`src/rtl/tt_sweep_ctrl.sv`:
```
// rtl/tt_sweep_ctrl.sv - exhaustive truth-table sweep sequencer for one gate-under-test
`timescale 1ns/1ps
module tt_sweep_ctrl #(
    parameter int                     N_IN          = 4,
    parameter logic [(1<<N_IN)-1:0]   EXPECTED      = 16'h8F63,
    parameter int                     SETTLE_CYCLES = 2
) (
    input  logic                  clk,
    input  logic                  rst_n,
    input  logic                  start,
    input  logic                  abort,
    output logic [N_IN-1:0]       gate_in,
    input  logic                  gate_out,
    output logic                  busy,
    output logic                  done,
    output logic                  pass,
    output logic [(1<<N_IN)-1:0]  tt_observed,
    output logic [N_IN:0]         mismatch_count,
    output logic [N_IN-1:0]       first_fail_idx
);

    localparam int NV = 1 << N_IN;
    localparam int CW = (SETTLE_CYCLES > 1) ? $clog2(SETTLE_CYCLES) : 1;
    localparam int MW = N_IN + 1;
    localparam logic [N_IN-1:0] LAST_IDX = N_IN'(NV - 1);
    localparam logic [CW-1:0]   CNT_LOAD = CW'(SETTLE_CYCLES - 1);

    typedef enum logic [1:0] {S_IDLE, S_SETTLE, S_SAMPLE, S_DONE} state_t;

    state_t          state_q, state_d;
    logic [N_IN-1:0] idx_q, idx_d;
    logic [CW-1:0]   cnt_q, cnt_d;
    logic [N_IN-1:0] gate_q, gate_d;
    logic [NV-1:0]   tt_q, tt_d;
    logic [MW-1:0]   mm_q, mm_d;
    logic [N_IN-1:0] ffi_q, ffi_d;
    logic            pass_q, pass_d;
    logic            done_q, done_d;
    logic            busy_q, busy_d;
    logic            miss;

    always_ff @(posedge clk or negedge rst_n) begin
        if (!rst_n) begin
            state_q <= S_IDLE;
        end else begin
            state_q <= state_d;
        end
    end

    always_comb begin
        state_d = state_q;
        case (state_q)
            S_IDLE:   if (start) state_d = S_SETTLE;
            S_SETTLE: begin
                if (abort)               state_d = S_IDLE;
                else if (cnt_q == '0)    state_d = S_SAMPLE;
            end
            S_SAMPLE: begin
                if (abort)                  state_d = S_IDLE;
                else if (idx_q == LAST_IDX) state_d = S_DONE;
                else                        state_d = S_SETTLE;
            end
            S_DONE:   state_d = S_IDLE;
            default:  state_d = S_IDLE;
        endcase
    end

    // Datapath next-state; abort wins over the SAMPLE capture so a cancelled
    // vector never reaches the truth table or the mismatch count.
    always_comb begin
        idx_d  = idx_q;
        cnt_d  = cnt_q;
        gate_d = gate_q;
        tt_d   = tt_q;
        mm_d   = mm_q;
        ffi_d  = ffi_q;
        pass_d = pass_q;
        done_d = 1'b0;
        miss   = 1'b0;
        case (state_q)
            S_IDLE: begin
                if (start) begin
                    idx_d  = '0;
                    gate_d = '0;
                    tt_d   = '0;
                    mm_d   = '0;
                    ffi_d  = '0;
                    pass_d = 1'b0;
                    cnt_d  = CNT_LOAD;
                end
            end
            S_SETTLE: begin
                if (abort) begin
                    gate_d = '0;
                    pass_d = 1'b0;
                end else if (cnt_q != '0) begin
                    cnt_d = cnt_q - CW'(1);
                end
            end
            S_SAMPLE: begin
                if (abort) begin
                    gate_d = '0;
                    pass_d = 1'b0;
                end else begin
                    tt_d[idx_q] = gate_out;
                    miss = (gate_out != EXPECTED[idx_q]);
                    if (miss) begin
                        mm_d = mm_q + MW'(1);
                        if (mm_q == '0) ffi_d = idx_q;
                    end
                    if (idx_q == LAST_IDX) begin
                        done_d = 1'b1;
                        pass_d = (mm_d == '0);
                    end else begin
                        idx_d  = idx_q + N_IN'(1);
                        gate_d = idx_q + N_IN'(1);
                        cnt_d  = CNT_LOAD;
                    end
                end
            end
            default: ;
        endcase
        busy_d = (state_d == S_SETTLE) || (state_d == S_SAMPLE);
    end

    always_ff @(posedge clk or negedge rst_n) begin
        if (!rst_n) begin
            idx_q  <= '0;
            cnt_q  <= '0;
            gate_q <= '0;
            tt_q   <= '0;
            mm_q   <= '0;
            ffi_q  <= '0;
            pass_q <= 1'b0;
            done_q <= 1'b0;
            busy_q <= 1'b0;
        end else begin
            idx_q  <= idx_d;
            cnt_q  <= cnt_d;
            gate_q <= gate_d;
            tt_q   <= tt_d;
            mm_q   <= mm_d;
            ffi_q  <= ffi_d;
            pass_q <= pass_d;
            done_q <= done_d;
            busy_q <= busy_d;
        end
    end

    assign gate_in        = gate_q;
    assign busy           = busy_q;
    assign done           = done_q;
    assign pass           = pass_q;
    assign tt_observed    = tt_q;
    assign mismatch_count = mm_q;
    assign first_fail_idx = ffi_q;

endmodule
```
`config.mk`:
```
export PLATFORM = sky130hd
export DESIGN_NAME = tt_sweep_ctrl
export DESIGN_NICKNAME = d
export VERILOG_FILES = /design/src/rtl/tt_sweep_ctrl.sv
export SDC_FILE = /design/constraint.sdc
export NUM_CORES = 1
export LEC_CHECK = 0
export CAP_MARGIN = 20
export CORE_MARGIN = 2
export CORE_UTILIZATION = 45
export CTS_CLUSTER_SIZE = 14
export DETAILED_ROUTE_END_ITERATION = 16
export PLACE_DENSITY = 0.81
export RECOVER_POWER = 25
export SYNTH_ARGS = -nofsm -noshare
export SYNTH_HDL_FRONTEND = slang
export SYNTH_SLANG_ARGS = --single-unit
```
`constraint.sdc`:
```
create_clock -name clk -period 2 [get_ports clk]
set_input_delay 0.6 -clock clk [delete_from_list [all_inputs] [get_ports clk]]
set_output_delay 0.6 -clock clk [all_outputs]
set_load 0.01 [all_outputs]
```
==> results of run 1 <==
-- cell type report --
type                       count  share of cell area [%]
multi-input combinational    165                   38.82
clock buffer                   7                   2.700
timing repair buffer          66                   20.41
tap                           52                   2.302
inverter                       8                   1.062
sequential                    39                   34.71
-- layer usage --
metal / part of all wire (%) / track usage, % / up-vias / routed length (um)
met1: 45 / 31.21 / 961 / 2449
met2: 49 / 35.49 / 75 / 2665
li1: - / - / 929 / -
met5: 0 / 0 / - / 0
met4: 0.97 / 5.870 / 0 / 53
met3: 5.3 / 4.722 / 6 / 290
-- worst paths after layout --
kind	endpoint	from	depth (start not counted)	slack, ps
worst max-delay path	first_fail_idx[0]	idx_q[1]	6	50
max in group asynchronous	idx_q[0]	rst_n	2	800
min in group asynchronous	mismatch_count[0]	rst_n	2	540
worst min register to register	gate_in[2]	gate_in[2]	1	500
worst max register to register	first_fail_idx[0]	idx_q[1]	6	50
worst min-delay path	gate_in[2]	gate_in[2]	1	500
-- worst reg2reg max path, delay by kind of cell (launching register included) --
family	cells	cell delay [ps]
AOI/OAI and AO/OA	2	490
buffers and inverters	1	160
DFF	1	450
and+or+nand+nor	3	750
-- flip-flops by register name (all words and copies together), names as in the netlist --
| name | flops |
|---|---|
| state_q | 2 |
| mismatch_count | 5 |
| tt_observed | 16 |
| busy | 1 |
| idx_q | 4 |
| cnt_q | 1 |
| gate_in | 4 |
| done | 1 |
| first_fail_idx | 4 |
| pass | 1 |
-- where the power goes --
group | switching (mW) | internal [mW] | total, mW
clock network | 0.259 | 0.240 | 0.499
registers | 0.0551 | 0.836 | 0.891
logic | 0.335 | 0.250 | 0.585
-- layout by cell type, fill, tap and decap left out, types with 6 or more instances in the layout --
cell type / instances
sky130_fd_sc_hd__a21oi_1: 20
sky130_fd_sc_hd__a32o_1: 6
sky130_fd_sc_hd__buf_4: 29
sky130_fd_sc_hd__clkdlybuf4s50_1: 34
sky130_fd_sc_hd__dfrtp_1: 35
sky130_fd_sc_hd__nand2_1: 14
sky130_fd_sc_hd__nand3_1: 10
sky130_fd_sc_hd__nor2_1: 15
sky130_fd_sc_hd__o21ai_0: 39
-- metrics by stage --
| stage | setup TNS, ps | setup slack [ps] | util, % | cells |
|---|---|---|---|---|
| after floorplan | 0 | 23.98 | - | 226 |
| after global routing | -14.30 | -11.37 | 64.03 | 337 |
| after global placement | -3734 | -391.7 | 60.88 | 328 |
| final | 0 | 51.44 | 64.03 | 337 |
| after CTS | -0.5649 | -0.5649 | 63.07 | 335 |
| after detailed placement | -5272 | -474.9 | 60.88 | 328 |
-- kinds of logic (layout without fill, tap and decap cells) --
| family | Yosys count | in the layout | share of synthesized area, % |
|---|---|---|---|
| AO/OA/AOI/OAI | 87 | 87 | 25.35 |
| XOR/XNOR | 3 | 3 | 1.261 |
| adder cells (fa/ha/maj) | 7 | 7 | 4.204 |
| buffers and inverters | 23 | 81 | 4.985 |
| flip-flops | 39 | 39 | 46.85 |
| multiplexers | 4 | 4 | 1.982 |
| AND/OR/NAND/NOR | 63 | 64 | 15.38 |
-- what timing repair did --
item | 4_1_cts | 5_1_grt
pin swaps | 0 | 4
gates cloned | 0 | 1
buffers inserted | 0 | 1
endpoints found under the setup margin | 10 | 7
resized for setup | 5 | 8
==> results.md, run 1 <==
Place:
- Summed over all nets, the half-perimeter wirelength after detailed placement is 3761 um.
- The final weighted congestion of routability-driven global placement is 0.8765.
- After detailed placement, the total cell area comes to 2688 sq um.
- The number of I/O port buffers is 36.

Floorplan:
- During I/O placement, the number of pins put on the boundary was 37.
- The overall die height is 72.04 um.
- Measured along the x axis, the die boundary spans 72.04 um.
- The area inside the core boundary is 4414 sq um.
- The number of rows created at floorplan is 24.
- The area enclosed by the die boundary is 5190 sq um.
- The starting utilization of the core area is 47.19%.

Routing:
- After detailed routing, the average wire length per cell comes to 16.20 um.
- After detailed routing, the number of remaining DRC violations is 0.
- The routed layout has 1,971 vias.
- The first-pass iteration count of the detailed router is 4.
- The number of violations reported at the end of detailed-routing iteration 0 is 243.
- In this run the remaining antenna-violating nets after routing total 0.
- The final wirelength is 5458 um.
- The mean number of vias per cell is 5.849.

Job:
- Max-cap violations in this run came to 0.

Clock tree:
- TritonCTS built the clock tree.
- The tree is rooted in a sky130_fd_sc_hd__clkbuf_8.
- The clock passes through at most 2 buffers.
- The later pin in the worst-skew pair is clocked with a latency of 290 ps.
- The clock-pin slew on the worst setup and hold paths is 70 ps.
- The number of CTS-inserted buffers is 5.
- The number of buffers added to fix hold violations after cts is 0.
- The clock drives 39 sinks.
- In this run the number of H-tree levels came out at 2.

Layout:
- The antenna cell count is 0.
- The layout cell share with drive strength beyond 1 is 20.70%.
- The area used by sequential logic in the layout is 980.9 sq um.
- The number of filler instances in the final layout is 356.
- Relative to the synthesized area, the layout overhead comes to 35.68%.
- The area used by multi-input combinational logic is 1097 sq um.
- The post-layout instance area is 2826 sq um.
- The final net count is 297.

Setup path:
- The classification of the worst setup path is flip-flop to flip-flop.
- The worst path required time is 2180 ps.
- Counting both buffers and inverters, the worst setup path holds a total of 1.
- STA classifies the critical path startpoint as a flip-flop.
- Along the worst path, the maximum fanout reaches 5.
- The worst setup path is captured at a flip-flop.
- The arrival time at the worst endpoint is 2130 ps.
- Grouping stages by cell kind, the critical path spends the most delay in simple AND/OR/NAND/NOR gates.
- The signal on the critical path passes through buf_4 -> nor2b_1 -> o211a_4 -> or3_4 -> and3_4 -> a32o_1.
- The largest single stage delay on the critical path is 450 ps.
- The largest individual stage delay along the critical path comes from the cell sky130_fd_sc_hd__dfrtp_2.

Yosys:
- For this run, the register share of the synthesized area comes to 46.85%.
- In this run the cell area of the synthesized design comes to 2083 sq um.
- When the netlist entered floorplanning its net count stood at 238.
- The number of synthesized flops with an enable pin is 0.
- The top-area cell type share of the netlist area is 46.85%.
- For this run, the number of Yosys warnings is 0.
- After synthesis, the mean cell area works out to 9.218 sq um.
- After synthesis, the share of flip-flops with an asynchronous set or reset is 100.0%.
- The number of different library cells used by synthesis comes to 42.
- The library cell with the largest summed area after synthesis is sky130_fd_sc_hd__dfrtp_1.
- In this run, synthesis produced a sequential element count of 39.
- The commonest cells after synthesis are 39 x sky130_fd_sc_hd__dfrtp_1, 39 x sky130_fd_sc_hd__o21ai_0, 20 x sky130_fd_sc_hd__a21oi_1, 15 x sky130_fd_sc_hd__nor2_1, 14 x sky130_fd_sc_hd__nand2_1.
- The post-synthesis cell count is 226.
- Yosys attributes the largest share of cell area to sky130_fd_sc_hd__dfrtp_1 47%, sky130_fd_sc_hd__o21ai_0 9.4%, sky130_fd_sc_hd__a21oi_1 4.8%, sky130_fd_sc_hd__ha_1 4.2%, sky130_fd_sc_hd__a32o_1 2.9%.
- The main flop type after synthesis is sky130_fd_sc_hd__dfrtp_1.

Global route:
- The number of antenna violations at the first check in global routing was 0.
- The pin count of the biggest net entering global routing is 40.
- The combined global-route utilization of all metal layers is 22.31%.
- The first global-routing pass estimated 9087 um of wire.
- The total grt overflow is 0.
- The via count of the first global-routing pass is 1,915.

Timing:
- The clock skew is 2.731 ps.
- The highest achievable clock rate is 0.5132 GHz.
- The worst path needs 1949 ps of the cycle, external delays included.
- The measured slew at the worst slew-check pin is 974.0 ps.
- The headroom to the max-slew limit is 35.07%.
- The number of failing setup endpoints in the final timing report is 0.
- The final count of pins violating max slew is 0.
- Final hold analysis gives a worst-case slack of 497.9 ps.
- In the finished design, the share of the clock period the worst path needs comes to 97.43%.
- The final count of hold timing violations was 0.

Power:
- The leakage component of the power is 1.212 nW.
- Power spread over the standard cell area amounts to 698.9 nW/um^2.
- The total power after layout is 1.976 mW.
- Across the VDD grid, the largest voltage drop is 0.4337 mV.

Worst hold path:
- The tightest min-delay check is of the flip-flop to flip-flop type.

Status:
- The run finished with clean final reports.
(Power assumes the default switching activity.)
==> run 2, diff against run 1 <==
--- a/config.mk
+++ b/config.mk
@@ -10,7 +10,8 @@
 export CORE_UTILIZATION = 45
 export CTS_CLUSTER_SIZE = 14
 export DETAILED_ROUTE_END_ITERATION = 16
-export PLACE_DENSITY = 0.81
+export DONT_BUFFER_PORTS = 1
+export PLACE_DENSITY = 0.7
 export RECOVER_POWER = 25
 export SYNTH_ARGS = -nofsm -noshare
 export SYNTH_HDL_FRONTEND = slang
==> run 2 against run 1 <==
Compared with the run above: the run now ends with setup timing left; clock skew hardly changed; sequential share of layout area rose by 7.3 points; hold slack worse by 130 ps; critical endpoint is now mismatch_count[3]; largest power group unchanged.
==> results.md, run 2 (synthesized netlist as in run 1, its figures left out) <==
Layout:
- The repair_antennas step left the layout with diodes totalling 0.
- The area used by sequential logic in the layout is 978.4 sq um.
- For this run, the post-layout net count is 248.
- Counting the fill cells in the layout gives 401.
- Leaving out fill and tap cells, the most frequent cell in the layout is sky130_fd_sc_hd__o21ai_0.
- The number of flip-flops in the largest register is 16.
- The area used by multi-input combinational logic is 1040 sq um.
- The library cells used most frequently in the layout, excluding fill and tap cells, are 39 x sky130_fd_sc_hd__o21ai_0, 37 x sky130_fd_sc_hd__dfrtp_1, 20 x sky130_fd_sc_hd__a21oi_1, 16 x sky130_fd_sc_hd__buf_4, 15 x sky130_fd_sc_hd__nor2_1.
- The layout cell share with drive strength beyond 1 is 16.46%.
- The area growth from synthesis to layout is 11.89%.
- After routing the design area is 2331 sq um.

Setup path:
- The critical path goes through inv_2 -> ha_4 -> nor2b_4 -> o211a_1 -> or3_4 -> buf_6 -> a21o_1 -> a31oi_1.
- The setup slack of the most critical reg-to-reg path is -2 ps.
- The worst setup path is captured at a flip-flop.
- The worst path required time is 2200 ps.
- Along the worst path, the maximum fanout reaches 6.
- On the worst path, the slowest cell contributes a delay of 420 ps.
- The critical path contains buffers and inverters numbering 2 combined.
- The kind of start point of the critical path is a flip-flop.
- The endpoint of the worst register-to-register path is mismatch_count[3].
- The highest-delay cell along the critical path is sky130_fd_sc_hd__dfrtp_2.
- Measured in cells, the most critical reg-to-reg path has a length of 8.
- The arrival time at the worst endpoint is 2200 ps.
- The worst reg2reg path startpoint is idx_q[0].
- By startpoint and endpoint, the worst setup path is classified as flip-flop to flip-flop.
- In this design, the largest share of critical-path delay is due to compound AO/OA/AOI/OAI gates.

Power:
- Of the total power, combinational logic draws 25.2%.
- The analysis attributes to net switching a power of 0.6396 mW.
- The worst-case IR drop observed on VDD is 0.5940 mV.
- The clock network is responsible for 27.4% of the overall power.
- The sequential group share of total power is 47.4%.
- The design internal power is 1.267 mW.
- For this design the ratio of total power to cell area is 818.1 nW/um^2.
- The design draws 1.907 mW.
- The leakage component of the power is 1.046 nW.
- Of the total power, the share spent switching nets is 33.54%.

Clock tree:
- Counting every sink on the clock net gives 39.
- The clock tree synthesis step divided the H-tree into 2 levels.
- In this run, CTS created clock tree buffers numbering 5.
- The TritonCTS clock tree is yes.
- The clock latency at the later pin of the worst-skew pair is 290 ps.
- CTS placed an instance of sky130_fd_sc_hd__clkbuf_8 at the clock tree root.
- The clock-pin slew on the worst setup and hold paths is 70 ps.
- The maximum count of clock buffers along a single path is 2.

Worst hold path:
- For hold timing, the worst endpoint is state_q[1].
- Along the worst hold path, the cell count comes to 1.
- In this run the most critical hold path is launched from abort.
- The class of the tightest hold or removal check is primary input to flip-flop.

Floorplan:
- The number of rows created at floorplan is 24.
- The starting utilization of the core area is 47.19%.
- The area inside the core boundary is 4414 sq um.
- The x dimension of the die is 72.04 um.
- The floorplan step defined a die boundary enclosing 5190 sq um.
- The overall die height is 72.04 um.
- The top-level port count is 37.

Global route:
- The first global-routing pass estimated 8231 um of wire.
- The pin count of the biggest net entering global routing is 40.
- The total grt overflow is 0.
- The routing usage on met3 is 4.306%.
- In this run the most used layer during global routing was met2.
- The number of antenna violations at the first check in global routing is 0.
- For this run, the total global-route usage over all layers was measured as 20.44%.
- Global routing used 30.97% of the available met2 tracks.
- The met1 capacity usage during global routing is 29.02%.
- The via count of the first global-routing pass came to 1,626.

Place:
- The congestion estimate from routability-driven global placement came to 0.8629.
- Summing all placed instances gives a cell area of 2222 sq um.
- At the placement stage, the worst setup path has a slack of -41.83 ps.
- The half-perimeter wire length after detailed placement is 3429 um.
- The number of I/O port buffers is 0.

Routing:
- The number of remaining DRC errors is 0.
- Across all layers, the routed design uses 1,720 vias.
- The first-pass iteration count of the detailed router is 4.
- The routed wirelength normalized by instance count is 17.44 um.
- The number of violations reported at the end of detailed-routing iteration 0 is 188.
- In the routed layout, each cell is associated on average with a via count of 5.952.
- The final wirelength is 5040 um.
- Once detail routing completed, the nets flagged for antenna violations numbered 0.

Timing:
- Headroom to the max-slew limit came out at 36.20%.
- The part of the cycle the worst path needs is 100.1%.
- The shortest clock period the worst path allows after layout is 2002 ps.
- Setup repair after global routing could not meet its margin everywhere.
- Setup slack on the critical path of the routed design comes to -1.945 ps.
- The measured slew at the worst slew-check pin is 957.0 ps.
- The final count of hold timing violations is 0.
- The clock skew is 2.740 ps.
- Final hold analysis gives a worst-case slack of 365.8 ps.
- Setup violations remaining at the end of the flow were counted as 1.
- The final count of pins violating max slew is 0.
- Based on the critical path, the design can be clocked at up to 0.4995 GHz.
- Adding up every negative setup slack in the final design gives -1.945 ps.

Status:
- The checks that failed: setup timing.
- The flow ran to the end, but the final reports show violations.

Job:
- Max-cap violations in this run came to 0.
run 2: changes by cell type in the layout (fill, tap and decap cells not counted), sizes merged:
cell           before  now
clkinv              0    1
buf                30   17
dlygate4sd2         1    0
clkdlybuf4s50      34    0
or3                 4    3
run 2: area by class of cell:
type                            instances  area share (%)
Inverter                                8           1.288
Multi-Input combinational cell        164           44.61
Tap cell                               52           2.791
Timing Repair Buffer                   18           5.851
Sequential cell                        39           41.98
Clock buffer                            7           3.274
Clock inverter                          1          0.2147
run 2: through the flow:
| step | util [%] | instances |
|---|---|---|
| 4_1_cts | 52.75 | 288 |
| 3_5_place_dp | 50.34 | 279 |
| 6_report | 52.81 | 289 |
| 2_1_floorplan | - | 226 |
| 5_1_grt | 52.81 | 289 |
| 3_3_place_gp | 50.34 | 279 |
run 2: worst max path at each step:
stage / from / to / slack, ps / cells past startpoint
2_1_floorplan: idx_q[0] / first_fail_idx[2] / 20 / 8
3_3_place_gp: idx_q[0] / first_fail_idx[0] / 30 / 7
3_5_place_dp: idx_q[0] / first_fail_idx[0] / -40 / 7
4_1_cts: idx_q[0] / mismatch_count[3] / 20 / 8
5_1_grt: idx_q[0] / pass / -70 / 7
6_report: idx_q[0] / mismatch_count[3] / -2 / 8
run 2: power by group through the flow:
stage / clock network, mW / logic, mW / registers (mW)
global route: 0.554 / 0.538 / 0.917
global placement: 0 / 0.440 / 0.919
floorplan: 0 / 0.310 / 0.908
detailed placement: 0 / 0.446 / 0.922
finish: 0.522 / 0.481 / 0.905
CTS: 0.531 / 0.470 / 0.906
run 2: what timing repair did:
| action | in CTS | in global routing |
|---|---|---|
| setup endpoints to repair | 7 | 9 |
| gates resized for setup | 1 | 2 |
| endpoints found under the hold margin | 39 | 0 |
| buffers inserted | 0 | 1 |
| hold buffers | 1 | 0 |
run 2: routing by layer:
layer	share of wire, %	wire length [um]
met1	44	2220
met2	47	2377
met3	7.1	358
met4	1.7	85
met5	0	0
==> run 3, diff against run 2 <==
--- a/config.mk
+++ b/config.mk
@@ -11,8 +11,11 @@
 export CTS_CLUSTER_SIZE = 14
 export DETAILED_ROUTE_END_ITERATION = 16
 export DONT_BUFFER_PORTS = 1
+export GPL_ROUTABILITY_DRIVEN = 0
 export PLACE_DENSITY = 0.7
 export RECOVER_POWER = 25
+export REMOVE_ABC_BUFFERS = 1
 export SYNTH_ARGS = -nofsm -noshare
 export SYNTH_HDL_FRONTEND = slang
 export SYNTH_SLANG_ARGS = --single-unit
+export TNS_END_PERCENT = 30
==> run 3 against run 2 <==
Compared with the run above: the flow now finishes without violations; sequential cell count unchanged; utilization increased by 2.9 points; die area unchanged; critical path type unchanged; largest power group unchanged.
==> results.md, run 3 (synthesized netlist as in run 1, its figures left out) <==
Power:
- Combinational cells account for 26.7% of the total power.
- The worst-case IR drop observed on VDD is 0.5755 mV.
- Per report_power, the clock group accounts for 26.9% of the total.
- Net switching is 33.10% of the power.
- Of the total power, registers draw 46.4%.
- In this run the power spent charging and discharging nets is 0.6266 mW.
- The leakage component of the power is 1.108 nW.
- In this run the power density over the cells is 769.5 nW/um^2.
- The internal portion of the total power is 1.266 mW.

Setup path:
- The number of buffers and inverters on the critical path is 3.
- The setup slack of the most critical reg-to-reg path is 60 ps.
- The cell that appears most often on the critical path is sky130_fd_sc_hd__ha_4.
- The highest-delay cell along the critical path is sky130_fd_sc_hd__dfrtp_1.
- The critical path is of the flip-flop to flip-flop type.
- The endpoint identified for the worst register-to-register timing path is pass.
- Broken down by cell family, the worst path's largest delay share belongs to compound AO/OA/AOI/OAI gates.
- The arrival time at the worst endpoint is 2130 ps.
- STA classifies the critical path startpoint as a flip-flop.
- For the worst flop-to-flop path, the logic depth is 10.
- On the worst path, the slowest cell contributes a delay of 380 ps.
- The signal on the critical path passes through buf_6 -> ha_4 -> inv_2 -> ha_4 -> nand3_2 -> o21ai_2 -> buf_4 -> o31ai_4 -> mux2i_2 -> o41ai_2.
- The worst register-to-register path begins at idx_q[1].
- The worst path required time is 2190 ps.
- The kind of end point of the critical path is a flip-flop.
- Along the worst path, the maximum fanout reaches 5.

Timing:
- The headroom to the max-slew limit is 6.597%.
- The tightest hold margin is 366.5 ps.
- Setup repair after global routing could not meet its margin everywhere.
- The final count of pins violating max slew is 0.
- Subtracting the final worst setup slack from the clock period gives 1937 ps.
- On the final layout, the worst clock skew is 8.760 ps.
- The final sum of negative setup slack is 0 ps.
- The final count of hold timing violations was 0.
- Of the available clock period, the critical path in the final layout requires 96.87%.
- The number of failing setup endpoints in the final timing report is 0.
- The highest achievable clock rate is 0.5162 GHz.
- For the pin with the worst max-slew slack, the measured transition is 1401 ps.

Global route:
- The total overflow left after global routing is 0.
- The combined global-route utilization of all metal layers is 21.74%.
- Entering global routing, the biggest net connects 32 pins.
- The global-route wire length before repair is 8859 um.
- The number of antenna violations at the first check in global routing is 0.
- The via count of the first global-routing pass came to 1,805.

Clock tree:
- The H-tree depth is 2.
- The CTS sink count is 39.
- The TritonCTS clock tree is yes.
- The clock-pin slew on the worst setup and hold paths is 80 ps.
- For the worst-skew pair, the clock arrives at the later sink with an insertion delay of 290 ps.
- The maximum count of clock buffers along a single path is 2.
- Counting the buffers created by CTS gives 5.
- The tree is rooted in a sky130_fd_sc_hd__clkbuf_8.

Routing:
- The first-pass iteration count of the detailed router is 5.
- The mean number of vias per cell is 6.000.
- The via count is 1,794.
- The number of violations reported at the end of detailed-routing iteration 0 is 165.
- The final wirelength is 5290 um.
- The number of nets with antenna violations after routing is 0.
- After detailed routing, the number of remaining DRC violations is 0.
- In the final routed layout, each cell accounts on average for 17.69 um.

Layout:
- The area growth from synthesis to layout is 18.08%.
- The register with the most flip-flops in the layout has 16 of them.
- The post-layout instance area is 2460 sq um.
- The top cell types in the final layout, fill and taps aside, are 39 x sky130_fd_sc_hd__o21ai_0, 39 x sky130_fd_sc_hd__dfrtp_1, 24 x sky130_fd_sc_hd__buf_4, 20 x sky130_fd_sc_hd__a21oi_1, 15 x sky130_fd_sc_hd__nor2_1.
- The final net count is 258.
- The number of filler instances in the final layout is 404.
- The layout cell share with drive strength beyond 1 is 20.24%.
- The final cell count without fillers is 299.
- The number of antenna diodes in the final layout is 0.
- Once layout is complete, the utilization of the core stands at 55.73%.

Floorplan:
- Pin placement for this block handled 37 I/O pins.
- Once the floorplan was initialized, standard cells occupied 47.19% of the core.
- The area inside the core boundary is 4414 sq um.
- The x dimension of the die is 72.04 um.
- The area enclosed by the die boundary is 5190 sq um.
- The overall die height is 72.04 um.
- The floorplan has 24 rows.

Place:
- Once detailed placement completed, the half-perimeter wirelength came to 3581 um.
- Input and output buffers added on the ports amount to 0.
- The number of placed instances with taps included is 288.
- The cell area after placement is 2262 sq um.

Status:
- The flow ran to the end, and the final reports show no timing, DRC or antenna violations.

Worst hold path:
- The source of the worst hold timing path is abort.
- The worst hold path endpoint is state_q[1].
- The class of the tightest hold or removal check is primary input to flip-flop.
- The hold path depth is 1.

Job:
- The number of maximum-capacitance violations is 0.
run 3: how the worst max path moves through the flow:
stage,from,to,slack (ps),cells after the start
3_3_place_gp,idx_q[0],first_fail_idx[0],-30,7
2_1_floorplan,idx_q[0],first_fail_idx[0],-160,7
5_1_grt,idx_q[1],pass,-40,10
6_report,idx_q[1],pass,60,10
4_1_cts,idx_q[1],first_fail_idx[1],9,7
3_5_place_dp,idx_q[0],first_fail_idx[1],-80,7
run 3: per-stage QoR:
step	setup WS (ps)	total power [mW]
detailed placement	-76.33	1.345
finish	62.67	1.893
CTS	9.070	1.869
global route	-38.83	2.016
floorplan	-163.8	1.181
global placement	-25.51	1.335
run 3: power groups by stage:
stage	Clock, mW	Combinational, mW	Sequential, mW
after global placement	0	0.443	0.892
after detailed placement	0	0.452	0.893
final	0.509	0.505	0.879
after floorplan	0	0.272	0.909
after CTS	0.518	0.475	0.877
after global routing	0.561	0.567	0.888
run 3: final cells by class:
class	count	area, sq um	share of cell area, %
Sequential cell	39	975.9	39.67
Clock buffer	7	76.32	3.103
Inverter	8	30.03	1.221
Multi-Input combinational cell	164	1082	44.00
Timing Repair Buffer	28	225.2	9.156
Tap cell	52	65.06	2.645
Clock inverter	1	5.005	0.2035
run 3: layer usage:
layer  global-route usage [%]  share of wire [%]
met5                        0                  0
met1                    28.70                 44
met3                    5.694                5.9
met2                    34.57                 48
met4                    7.966                2.1
run 3: worst reg2reg max path, stage by stage, from the launching register on:
cell and delay, ps:
sky130_fd_sc_hd__dfrtp_1 380, sky130_fd_sc_hd__buf_6 130, sky130_fd_sc_hd__ha_4 130, sky130_fd_sc_hd__inv_2 40
sky130_fd_sc_hd__ha_4 160, sky130_fd_sc_hd__nand3_2 70, sky130_fd_sc_hd__o21ai_2 60, sky130_fd_sc_hd__buf_4 140
sky130_fd_sc_hd__o31ai_4 310, sky130_fd_sc_hd__mux2i_2 120, sky130_fd_sc_hd__o41ai_2 320
run 3: what timing repair did:
action,4_1_cts,5_1_grt
setup endpoints to repair,6,8
endpoints found under the hold margin,31,8
gates resized for setup,2,15
buffers inserted,0,1
pin swaps,0,5
hold buffers,1,1
